File: src/rtl/alu_exec_unit.sv
// Execute-stage ALU: valid/ready operand capture, registered result/zero/illegal held until accepted.
// Optional iterative shift-add multiply on code 3'b011 when ALU_EXEC_MUL_EN is defined.
module alu_exec_unit #(
    parameter int WIDTH = 32
) (
    input  logic             clk,
    input  logic             rst_n,
    input  logic             in_valid,
    output logic             in_ready,
    input  logic [2:0]       alu_control,
    input  logic [WIDTH-1:0] src_a,
    input  logic [WIDTH-1:0] src_b,
    output logic             out_valid,
    input  logic             out_ready,
    output logic [WIDTH-1:0] result,
    output logic             zero,
    output logic             illegal
);

    typedef enum logic [1:0] {
        IDLE = 2'd0,
        BUSY = 2'd1,
        DONE = 2'd2
    } state_t;

    state_t state;
    state_t state_next;

    logic             accept;
    logic             is_mul_op;
    logic             mul_done;
    logic             signed_lt;
    logic [WIDTH-1:0] alu_value;
    logic             alu_illegal;
    logic             load_result;
    logic [WIDTH-1:0] load_value;
    logic             load_illegal;

    assign in_ready  = rst_n && (state == IDLE);
    assign out_valid = (state == DONE);
    assign accept    = in_valid && in_ready;
    assign signed_lt = $signed(src_a) < $signed(src_b);

`ifdef ALU_EXEC_MUL_EN
    localparam int CW = $clog2(WIDTH) + 1;
    localparam logic [CW-1:0] CNT_LAST = CW'(WIDTH - 1);

    logic [WIDTH-1:0] mcand;
    logic [WIDTH-1:0] mplier;
    logic [WIDTH-1:0] acc;
    logic [WIDTH-1:0] acc_next;
    logic [CW-1:0]    mul_cnt;

    assign is_mul_op = (alu_control == 3'b011);
    assign mul_done  = (state == BUSY) && (mul_cnt == CNT_LAST);
    assign acc_next  = mplier[0] ? (acc + mcand) : acc;

    // One multiplier bit per BUSY cycle; the final partial sum goes straight into result.
    always_ff @(posedge clk or negedge rst_n) begin
        if (!rst_n) begin
            mcand   <= '0;
            mplier  <= '0;
            acc     <= '0;
            mul_cnt <= '0;
        end else if (accept && is_mul_op) begin
            mcand   <= src_a;
            mplier  <= src_b;
            acc     <= '0;
            mul_cnt <= '0;
        end else if (state == BUSY) begin
            acc     <= acc_next;
            mcand   <= mcand << 1;
            mplier  <= mplier >> 1;
            mul_cnt <= mul_cnt + 1'b1;
        end
    end
`else
    assign is_mul_op = 1'b0;
    assign mul_done  = 1'b0;
`endif

    // Single-cycle operations are evaluated directly on the accepted operands.
    always_comb begin
        alu_value   = '0;
        alu_illegal = 1'b0;
        case (alu_control)
            3'b010:  alu_value = src_a + src_b;
            3'b110:  alu_value = src_a - src_b;
            3'b000:  alu_value = src_a & src_b;
            3'b001:  alu_value = src_a | src_b;
            3'b111:  alu_value = {{(WIDTH-1){1'b0}}, signed_lt};
            default: alu_illegal = 1'b1;
        endcase
    end

    always_comb begin
        load_result  = 1'b0;
        load_value   = '0;
        load_illegal = 1'b0;
        if (accept && !is_mul_op) begin
            load_result  = 1'b1;
            load_value   = alu_value;
            load_illegal = alu_illegal;
        end
`ifdef ALU_EXEC_MUL_EN
        else if (mul_done) begin
            load_result  = 1'b1;
            load_value   = acc_next;
            load_illegal = 1'b0;
        end
`endif
    end

    always_ff @(posedge clk or negedge rst_n) begin
        if (!rst_n) begin
            state <= IDLE;
        end else begin
            state <= state_next;
        end
    end

    always_comb begin
        state_next = state;
        case (state)
            IDLE: begin
                if (accept) begin
                    state_next = is_mul_op ? BUSY : DONE;
                end
            end
            BUSY: begin
`ifdef ALU_EXEC_MUL_EN
                if (mul_done) begin
                    state_next = DONE;
                end
`else
                state_next = IDLE;
`endif
            end
            DONE: begin
                if (out_ready) begin
                    state_next = IDLE;
                end
            end
            default: state_next = IDLE;
        endcase
    end

    // Outputs only change when a new result is loaded, so they hold through DONE.
    always_ff @(posedge clk or negedge rst_n) begin
        if (!rst_n) begin
            result  <= '0;
            zero    <= 1'b0;
            illegal <= 1'b0;
        end else if (load_result) begin
            result  <= load_value;
            zero    <= (load_value == '0);
            illegal <= load_illegal;
        end
    end

endmodule

File: config.mk
export PLATFORM = sky130hd
export DESIGN_NAME = alu_exec_unit
export DESIGN_NICKNAME = d
export VERILOG_FILES = /design/src/rtl/alu_exec_unit.sv
export SDC_FILE = /design/constraint.sdc
export NUM_CORES = 1
export LEC_CHECK = 0
export BUFFER_PORTS_ARGS = -buffer_cell sky130_fd_sc_hd__buf_2
export CAP_MARGIN = 5
export CORE_MARGIN = 1
export CORE_UTILIZATION = 64
export DETAILED_ROUTE_END_ITERATION = 10
export GPL_TIMING_DRIVEN = 0
export PLACE_DENSITY = 0.95
export SETUP_SLACK_MARGIN = 0.2
export SLEW_MARGIN = 20
export SYNTH_ARGS = -nofsm -noshare
export SYNTH_HDL_FRONTEND = slang
export SYNTH_SLANG_ARGS = --single-unit
File: constraint.sdc
create_clock -name clk -period 4.25 [get_ports clk]
set_input_delay 0.2125 -clock clk [delete_from_list [all_inputs] [get_ports clk]]
set_output_delay 0.2125 -clock clk [all_outputs]
set_load 0.01 [all_outputs]
==> results of run 1 <==
-- worst register-to-register path, cell delays in order, from the launching register on --
cell and delay, ns:
dfrtp_1 0.38, nor2b_1 0.08, and2_1 0.22, o211ai_1 0.15
clkbuf_1 0.42, nor2_1 0.17, a221o_1 0.34, nor4_1 0.29
o2111ai_1 0.20, o41ai_2 0.36
-- flip-flops by register name (all words and copies together) (netlist names) --
register / count
illegal: 1
result: 32
zero: 1
state: 1
-- area by class of cell --
| type | instances | area (um2) |
|---|---|---|
| fillers | 837 | 2490 |
| clock buffers | 8 | 100 |
| well taps | 133 | 166 |
| inverters | 101 | 379 |
| repair buffers | 106 | 531 |
| multi-input cells | 716 | 5080 |
| flip-flops and latches | 35 | 876 |
| plain buffers | 47 | 203 |
-- Yosys cell counts, drive strengths merged (11+ instances only) --
cell type    n
a211oi      17
a21o        15
a21oi       87
a22o        12
a31oi       19
buf         16
clkbuf      31
dfrtp       35
ha         111
inv         99
nand2       75
nand4       16
nor2        65
nor2b       11
nor3        21
nor4        17
o211ai      18
o21ai       58
o22ai       13
o31ai       12
xnor2       23
-- worst paths after layout --
kind / startpoint / to / slack (ns)
min reg2reg: result[24] / result[24] / 0.47
max: src_a[0] / zero / 0.35
max reg2reg: state[1] / zero / 1.53
max in group asynchronous: rst_n / result[14] / 3.80
min in group clk: out_ready / state[1] / 0.09
min: rst_n / result[25] / -0.02
-- metrics by stage --
stage | power [uW] | hold WS, ns | cells | cell area (um2)
6_report | 1630 | -0.0219 | 1146 | 7330
4_1_cts | 1580 | 0.00278 | 1146 | 7320
2_1_floorplan | 1020 | -0.0831 | 899 | 6520
5_1_grt | 1730 | 0.0404 | 1146 | 7330
3_5_place_dp | 1320 | 0.313 | 1138 | 7220
3_3_place_gp | 1300 | 0.305 | 1138 | 7220
-- report_power, final --
| part | internal [uW] | leakage, uW | switching [uW] |
|---|---|---|---|
| registers | 387 | 0.000465 | 39.7 |
| logic | 345 | 0.00316 | 589 |
| clock network | 148 | 0.0000515 | 121 |
-- logic make-up (layout without fill, tap and decap cells) --
group,count (synthesis),in the layout
buf+inv,148,262
xor+xnor,30,30
fa+ha+maj,113,113
simple gates,254,254
compound gates,312,312
mux,7,7
flops,35,35
-- layer usage --
layer | vias up | GRT usage, %
met3 | 116 | 10.2
met2 | 618 | 67.1
met1 | 3509 | 55.4
met5 | - | 0
li1 | 3454 | -
met4 | 0 | 20.6
-- what timing repair did --
item	in CTS	in global routing
resized for setup	0	8
endpoints found under the hold margin	0	0
endpoints found under the setup margin	0	1
==> impl_metrics.yaml, run 1 <==
sta:
  maxSlewViolCount: 0
  hold_viol_final: 35
  fin_crit_sh_pct: 91.8
  setup_viol: 0
  fin_crit_ns: 3.90
  rsz0062_at_grt: "false"
  worst_pin_slew_ns: 1.10
  fmaxAchievable_mhz: 256
  relSlewSlack_pct: 26.1
  setup_ws_ns: 0.346
  fin_worst_skew_ns: 0.00416
  whs_ns: -0.0219
  fin_tns_setup_ns: 0
logic_synthesis:
  ys_ff_latch: 35
  netlist_area_mm2: 0.00652
  synth_seq_area_share_pct: 13.4
  synth_compound_area_share_pct: 31.5
  synth.distinct_cells: 68
  synth-simple-area-share_pct: 19.1
  syn_area_per_cell_um2: 7.25
  ys_top_cells_by_area: "ha_1, dfrtp_1, a21oi_1"
  async_reset_ff_share_pct: 100
  synthCells: 899
  synth_xor_area_share_pct: 4.03
  ys.flop_type: "dfrtp_1"
  synth_top_family_by_area: "compound AO/OA/AOI/OAI gates"
  synth_mux_area_share_pct: 1.07
  synth_fa_ha_area_share_pct: 21.9
  syn_nets: 1083
  synth.top_cell.area_share_pct: 21.3
  synth_edf_count: 0
  synth_top_area_cell: "ha_1"
  synth_warnings: 0
finish:
  n_antenna_cell: 0
  layout.nets: 1196
  final_common_cell: "buf_2"
  mostFrequentLayoutCells: "buf_2, ha_1, inv_1"
  drive_gt1_share_pct: 14.0
  area_delta_synth_final_pct: 12.5
  fin_util_pct: 74.7
status:
  failed_checks: "negative hold slack"
  outcome: "finished, violations left"
place:
  place_congestion: 1.00
  numPortBuffers: 106
  hpwlAfterDp_um: 17800
  pre_cts_slack_ns: 0.0618
detailed_routing:
  m1WireLength_um: 8630
  viasPerCell: 6.72
  highest_layer: "met4"
  dr_wl_met2_um: 9790
  dr.pass1.iters: 6
  drt-initial-drc-count: 786
  vias: 7697
  ant_nets: 0
  routedWlPerCell_um: 19.7
  dr_wl_met3_um: 3150
  wirelength_um: 22600
  drc: 0
floorplanning:
  die_height_um: 103
  design.die.area_mm2: 0.0106
  start_util_pct: 66.4
  core_area_mm2: 0.00982
  row_count: 36
  die_x_um: 103
  ioPinCount: 107
global_routing:
  antenna_found_initial: 0
  grt_pass1_wl_um: 35200
  grt_max_degree: 37
  grt_pass1_vias: 7093
  overflow: 0
  grt.total_usage_pct: 42.8
critical_path:
  worstPathArrival_ns: 4.09
  crit_path_end_kind: "register"
  crit_slowest_cell: "a311oi_2"
  cp.depth: 14
  cp_num_buf_inv: 1
  cp_top_family: "compound AO/OA/AOI/OAI gates"
  worst_ep_required_time_ns: 4.44
  max_stage_delay_ns: 0.50
  crit_type: "in2reg"
  cp_cell_sequence: "buf_2 -> ha_1 -> fa_1 -> a21oi_1 -> o211ai_1 -> nand4_1 -> a31oi_1 -> a311oi_2 -> a21oi_1 -> a31oi_1 -> a2bb2oi_1 -> nor4_1 -> o2111ai_1 -> o41ai_2"
  start_kind: "input port"
  reg2reg_depth: 9
  worstPathMaxFanout: 5
clock_tree:
  clkSlewWorstSetupHoldPaths_ns: 0.07
  cts_inserted_buffers: 5
  clk_latency_ns: 0.30
  ctsRootBufferMaster: "clkbuf_8"
  postCtsSetupBuffers: 0
  clk_path_buf_depth: 2
  cts_tree: "done"
  cts.htree.levels: 2
  hold_buffers: 0
  cts_sinks: 35
worst_hold_path:
  hp-class: "in2async"
power_and_ir_drop:
  p_leak_uw: 0.00368
  cellPowerDensity_mw_per_mm2: 222
  ir_drop_uv: 234
flow_run:
  cap_violations: 0
No activity file was read; power rests on OpenSTA's default activity.
==> run 2: changes to the inputs <==
--- a/config.mk
+++ b/config.mk
@@ -8,10 +8,10 @@
 export BUFFER_PORTS_ARGS = -buffer_cell sky130_fd_sc_hd__buf_2
 export CAP_MARGIN = 5
 export CORE_MARGIN = 1
-export CORE_UTILIZATION = 64
+export CORE_UTILIZATION = 59
 export DETAILED_ROUTE_END_ITERATION = 10
 export GPL_TIMING_DRIVEN = 0
-export PLACE_DENSITY = 0.95
+export PLACE_DENSITY_LB_ADDON = 0.2
 export SETUP_SLACK_MARGIN = 0.2
 export SLEW_MARGIN = 20
 export SYNTH_ARGS = -nofsm -noshare
==> constraint.sdc (replaced) <==
create_clock -name clk -period 3.95 [get_ports clk]
set_input_delay 0.1975 -clock clk [delete_from_list [all_inputs] [get_ports clk]]
set_output_delay 0.1975 -clock clk [all_outputs]
set_load 0.01 [all_outputs]
==> run 2 against run 1 <==
- the flow still finishes with violations (negative hold slack)
- critical path type unchanged
- die area is 8.3% higher
- design area is 0.60% higher
- clock power is 16% higher
- via count is 2.7% lower
- first-iteration DRC count is 4.8% higher
- worst setup slack better by 0.014 ns
- register-to-register slack worse by 0.19 ns
==> impl_metrics.yaml, run 2 (same netlist as run 1, synthesis figures left out) <==
clock_tree:
  cts_tree: "done"
  cts_sinks: 35
  clk_path_buf_depth: 2
  hold_buffers: 0
  cts.htree.levels: 2
  cts_inserted_buffers: 5
  clkSlewWorstSetupHoldPaths_ns: 0.07
  ctsRootBufferMaster: "clkbuf_8"
  clk_latency_ns: 0.29
finish:
  top_register: "result"
  largest_register_ffs: 32
  n_antenna_cell: 0
  mostFrequentLayoutCells: "buf_2, ha_1, inv_1"
  layout.nets: 1197
  area_delta_synth_final_pct: 13.1
  drive_gt1_share_pct: 14.5
  final_common_cell: "buf_2"
  fin_util_pct: 68.4
power_and_ir_drop:
  clkPwrFrac_pct: 17.6
  seq_power_share_pct: 25.8
  cellPowerDensity_mw_per_mm2: 240
  total_power_uw: 1770
  power.net_switching_uw: 795
  p_leak_uw: 0.00369
  ir_drop_uv: 237
  pwr-share-comb_pct: 56.6
  p_sw_share_pct: 44.9
  p_int_uw: 975
sta:
  worst_pin_slew_ns: 1.10
  fin_crit_sh_pct: 90.9
  relSlewSlack_pct: 26.3
  fmaxAchievable_mhz: 279
  setup_ws_ns: 0.361
  setup_viol: 0
  whs_ns: -0.0143
  fin_worst_skew_ns: 0.00457
  fin_crit_ns: 3.59
  fin_tns_setup_ns: 0
  maxSlewViolCount: 0
  rsz0062_at_grt: "false"
  hold_viol_final: 35
critical_path:
  worstPathArrival_ns: 3.79
  worst_ep_required_time_ns: 4.15
  crit_path_end_kind: "register"
  crit_slowest_cell: "a311oi_2"
  cp_cell_sequence: "buf_2 -> ha_1 -> fa_1 -> a21oi_1 -> o211ai_1 -> nand4_1 -> a31oi_1 -> a311oi_2 -> a21oi_1 -> a31oi_1 -> a2bb2oi_1 -> nor4_1 -> o2111ai_1 -> o41ai_2"
  worstPathMaxFanout: 5
  max_stage_delay_ns: 0.46
  start_kind: "input port"
  cp_num_buf_inv: 1
  cp_top_family: "compound AO/OA/AOI/OAI gates"
  crit_type: "in2reg"
status:
  outcome: "finished, violations left"
  failed_checks: "negative hold slack"
place:
  pre_cts_slack_ns: -0.264
  hpwlAfterDp_um: 17400
  place_congestion: 0.956
  numPortBuffers: 106
global_routing:
  grt_max_degree: 37
  antenna_found_initial: 0
  grt_pass1_vias: 6739
  overflow: 0
  grt.total_usage_pct: 38.6
  grt_pass1_wl_um: 34700
floorplanning:
  ioPinCount: 107
  die_height_um: 107
  start_util_pct: 60.4
  die_x_um: 107
  row_count: 38
  core_area_mm2: 0.0108
  design.die.area_mm2: 0.0115
detailed_routing:
  drc: 0
  drt-initial-drc-count: 824
  wirelength_um: 22100
  routedWlPerCell_um: 19.2
  dr.pass1.iters: 6
  viasPerCell: 6.50
  vias: 7489
  ant_nets: 0
flow_run:
  cap_violations: 0
worst_hold_path:
  hp-class: "in2async"
==> run 2: cell types whose count changed in the layout (fill, tap and decap cells not counted), sizes merged <==
| cell | change |
|---|---|
| buf | +1 |
| bufinv | +1 |
| clkbuf | -2 |
==> run 2: final cells by class <==
type	instances	area, um2
fillers	990	3420
flip-flops and latches	35	876
repair buffers	107	538
multi-input cells	716	5100
inverters	101	379
clock buffers	6	72.6
clock inverters	1	30.0
well taps	140	175
plain buffers	47	204
==> run 2: worst paths after layout <==
| kind | slack, ns | from | endpoint | cells past startpoint |
|---|---|---|---|---|
| setup reg to reg | 1.34 | state[1] | zero | 9 |
| hold / removal | -0.01 | rst_n | result[7] | 1 |
| max in group asynchronous | 3.47 | rst_n | result[0] | 1 |
| hold reg to reg | 0.47 | result[31] | result[31] | 1 |
| min in group clk | 0.08 | out_ready | state[1] | 2 |
| setup / recovery | 0.36 | src_a[0] | zero | 14 |
==> run 2: power by group through the flow <==
| stage | sequential, uW | combinational (uW) | clock [uW] |
|---|---|---|---|
| 3_3_place_gp | 461 | 945 | 0 |
| 6_report | 457 | 1000 | 312 |
| 5_1_grt | 461 | 1090 | 316 |
| 2_1_floorplan | 481 | 614 | 0 |
| 4_1_cts | 455 | 962 | 304 |
| 3_5_place_dp | 461 | 957 | 0 |
==> run 2: what timing repair did <==
action,CTS,global route
buffers inserted,0,1
resized for setup,1,14
pin swaps,0,2
endpoints found under the setup margin,1,2
==> run 2: layer usage <==
layer	up-vias	wire length [um]	global-route usage, %
li1	3462	-	-
met1	3423	9120	53.6
met2	537	9590	60.8
met3	67	2740	6.44
met4	0	664	11.8
met5	-	0	0
==> run 2: worst register-to-register path, cell delays in order, from the launching register on <==
cell,delay [ns]
dfrtp_1,0.36
nor2b_1,0.08
and2_1,0.22
o211ai_1,0.15
clkbuf_1,0.47
nor2_1,0.18
a221o_1,0.33
nor4_1,0.25
o2111ai_1,0.17
o41ai_2,0.32
==> run 2: per-stage QoR <==
stage | instance area (um2) | cells | hold WS [ns]
5_1_grt | 7380 | 1153 | 0.0460
4_1_cts | 7330 | 1152 | 0.00716
2_1_floorplan | 6520 | 899 | -0.0981
3_3_place_gp | 7230 | 1145 | 0.303
6_report | 7380 | 1153 | -0.0143
3_5_place_dp | 7230 | 1145 | 0.309
==> run 3: changes to the inputs <==
--- a/config.mk
+++ b/config.mk
@@ -7,8 +7,10 @@
 export LEC_CHECK = 0
 export BUFFER_PORTS_ARGS = -buffer_cell sky130_fd_sc_hd__buf_2
 export CAP_MARGIN = 5
+export CELL_PAD_IN_SITES_DETAIL_PLACEMENT = 0
+export CELL_PAD_IN_SITES_GLOBAL_PLACEMENT = 2
 export CORE_MARGIN = 1
-export CORE_UTILIZATION = 59
+export CORE_UTILIZATION = 33
 export DETAILED_ROUTE_END_ITERATION = 10
 export GPL_TIMING_DRIVEN = 0
 export PLACE_DENSITY_LB_ADDON = 0.2
==> run 3 against run 2 <==
- the flow now finishes without violations
- via count decreased by 5.2%
- global-route usage is 14 points lower
- worst hold slack improved by 0.028 ns
- sequential share of layout area down 0.50 points
- clock power grew 24%
- maximum frequency fell by 0.34%
- register-to-register slack worse by 0.15 ns
- first-iteration DRC count shrank 35%
- design area increased by 4.4%
- final cell count increased by 11%
- clock-buffer cell count stayed put
- critical endpoint unchanged
- largest cell class unchanged
==> impl_metrics.yaml, run 3 (same netlist as run 1, synthesis figures left out) <==
detailed_routing:
  m1WireLength_um: 12300
  routedWlPerCell_um: 19.8
  viasPerCell: 5.53
  dr_wl_met2_um: 11200
  wirelength_um: 25400
  drc: 0
  highest_layer: "met4"
  dr_wl_met3_um: 1620
  dr.pass1.iters: 5
  ant_nets: 0
  drt-initial-drc-count: 532
  vias: 7097
clock_tree:
  hold_buffers: 0
  cts_inserted_buffers: 5
  cts_sinks: 35
  cts_tree: "done"
  clkSlewWorstSetupHoldPaths_ns: 0.05
  clk_latency_ns: 0.28
  clk_path_buf_depth: 2
  ctsRootBufferMaster: "clkbuf_16"
  cts.htree.levels: 2
floorplanning:
  ioPinCount: 107
  row_count: 51
  start_util_pct: 33.6
  die_x_um: 143
  design.die.area_mm2: 0.0203
  core_area_mm2: 0.0194
  die_height_um: 143
finish:
  n_antenna_cell: 0
  multiInputGateArea_mm2: 0.00519
  top_register: "result"
  drive_gt1_share_pct: 16.6
  instances_no_fill: 1283
  layout.nets: 1202
  area_delta_synth_final_pct: 18.1
  final_common_cell: "buf_2"
  register_area_um2: 876
  largest_register_ffs: 32
  mostFrequentLayoutCells: "buf_2, ha_1, inv_1"
  fillerInstances: 2155
place:
  placed_cells: 1270
  hpwlAfterDp_um: 20500
  numPortBuffers: 106
  place_congestion: 0.868
  pre_cts_slack_ns: -0.666
sta:
  fmaxAchievable_mhz: 278
  worst_pin_slew_ns: 1.03
  maxSlewViolCount: 0
  fin_crit_sh_pct: 91.2
  whs_ns: 0.0139
  fin_crit_ns: 3.60
  fin_worst_skew_ns: 0.00478
  rsz0062_at_grt: "false"
  relSlewSlack_pct: 31.2
  setup_ws_ns: 0.349
  fin_tns_setup_ns: 0
  setup_viol: 0
  hold_viol_final: 0
critical_path:
  max_stage_delay_ns: 0.52
  worst_ep_required_time_ns: 4.10
  crit_type: "in2reg"
  worstPathMaxFanout: 10
  rr_endpoint: "zero"
  crit_top_cell: "nand4_1"
  reg2reg_slack_ns: 1.19
  reg2reg_from: "state[1]"
  crit_slowest_cell: "or4_1"
  cp_num_buf_inv: 3
  crit_path_end_kind: "register"
  cp_top_family: "compound AO/OA/AOI/OAI gates"
  start_kind: "input port"
  cp_cell_sequence: "buf_2 -> inv_1 -> ha_1 -> buf_4 -> nand3_1 -> o211ai_1 -> nand4_1 -> a31oi_2 -> a311oi_2 -> or4_1 -> and3_1 -> nand4_1 -> nor4_2 -> a31oi_1 -> o41ai_2"
  reg2reg_depth: 9
  worstPathArrival_ns: 3.75
global_routing:
  grt_pass1_vias: 6634
  grt_pass1_wl_um: 38500
  grt.total_usage_pct: 24.9
  antenna_found_initial: 0
  overflow: 0
  grt_max_degree: 37
worst_hold_path:
  hp-class: "in2async"
power_and_ir_drop:
  total_power_uw: 1890
  p_leak_uw: 0.00375
  cellPowerDensity_mw_per_mm2: 245
  ir_drop_uv: 176
status:
  outcome: "finished clean"
flow_run:
  cap_violations: 0
run 3: changes by cell type in the layout (fill, tap and decap cells not counted), sizes merged:
| cell | previous run | this run |
|---|---|---|
| clkinv | 2 | 3 |
| buf | 123 | 128 |
| bufinv | 1 | 0 |
run 3: timing repair:
item,CTS,global route
buffers inserted,0,7
cloned,0,0
setup endpoints to repair,6,2
resized for setup,7,27
pin swaps,0,7
run 3: worst max path at each step:
| stage | startpoint | to | slack (ns) | cells past startpoint |
|---|---|---|---|---|
| after floorplan | src_a[9] | zero | 0.75 | 14 |
| after global placement | alu_control[0] | zero | -0.65 | 12 |
| after detailed placement | alu_control[0] | zero | -0.67 | 12 |
| after CTS | src_a[0] | zero | 0.20 | 15 |
| after global routing | src_a[5] | zero | 0.17 | 15 |
| final | src_b[5] | zero | 0.35 | 15 |
run 3: cell type report:
type / count / share of cell area [%]
multi-input combinational: 716 / 67.3
sequential: 35 / 11.4
timing repair buffer: 113 / 7.57
inverter: 101 / 4.92
tap: 265 / 4.30
buffer: 46 / 2.63
clock buffer: 6 / 1.80
clock inverter: 1 / 0.0650
run 3: per-layer routing:
metal	vias up	global-route usage, %
met3	24	3.73
li1	3471	-
met2	263	39.5
met4	0	4.70
met5	-	0
met1	3339	35.4
run 3: metrics by stage:
stage	utilization [%]	instance area [um2]
final	39.7	7700
after global routing	39.7	7700
after CTS	38.9	7550
after detailed placement	38.1	7380
after global placement	38.1	7380
after floorplan	-	6520
run 3: power by group:
part | total, uW | leakage, uW | switching, uW | internal, uW
Clock | 388 | 0.0000727 | 142 | 246
Sequential | 460 | 0.000465 | 42.5 | 417
Combinational | 1040 | 0.00321 | 651 | 387
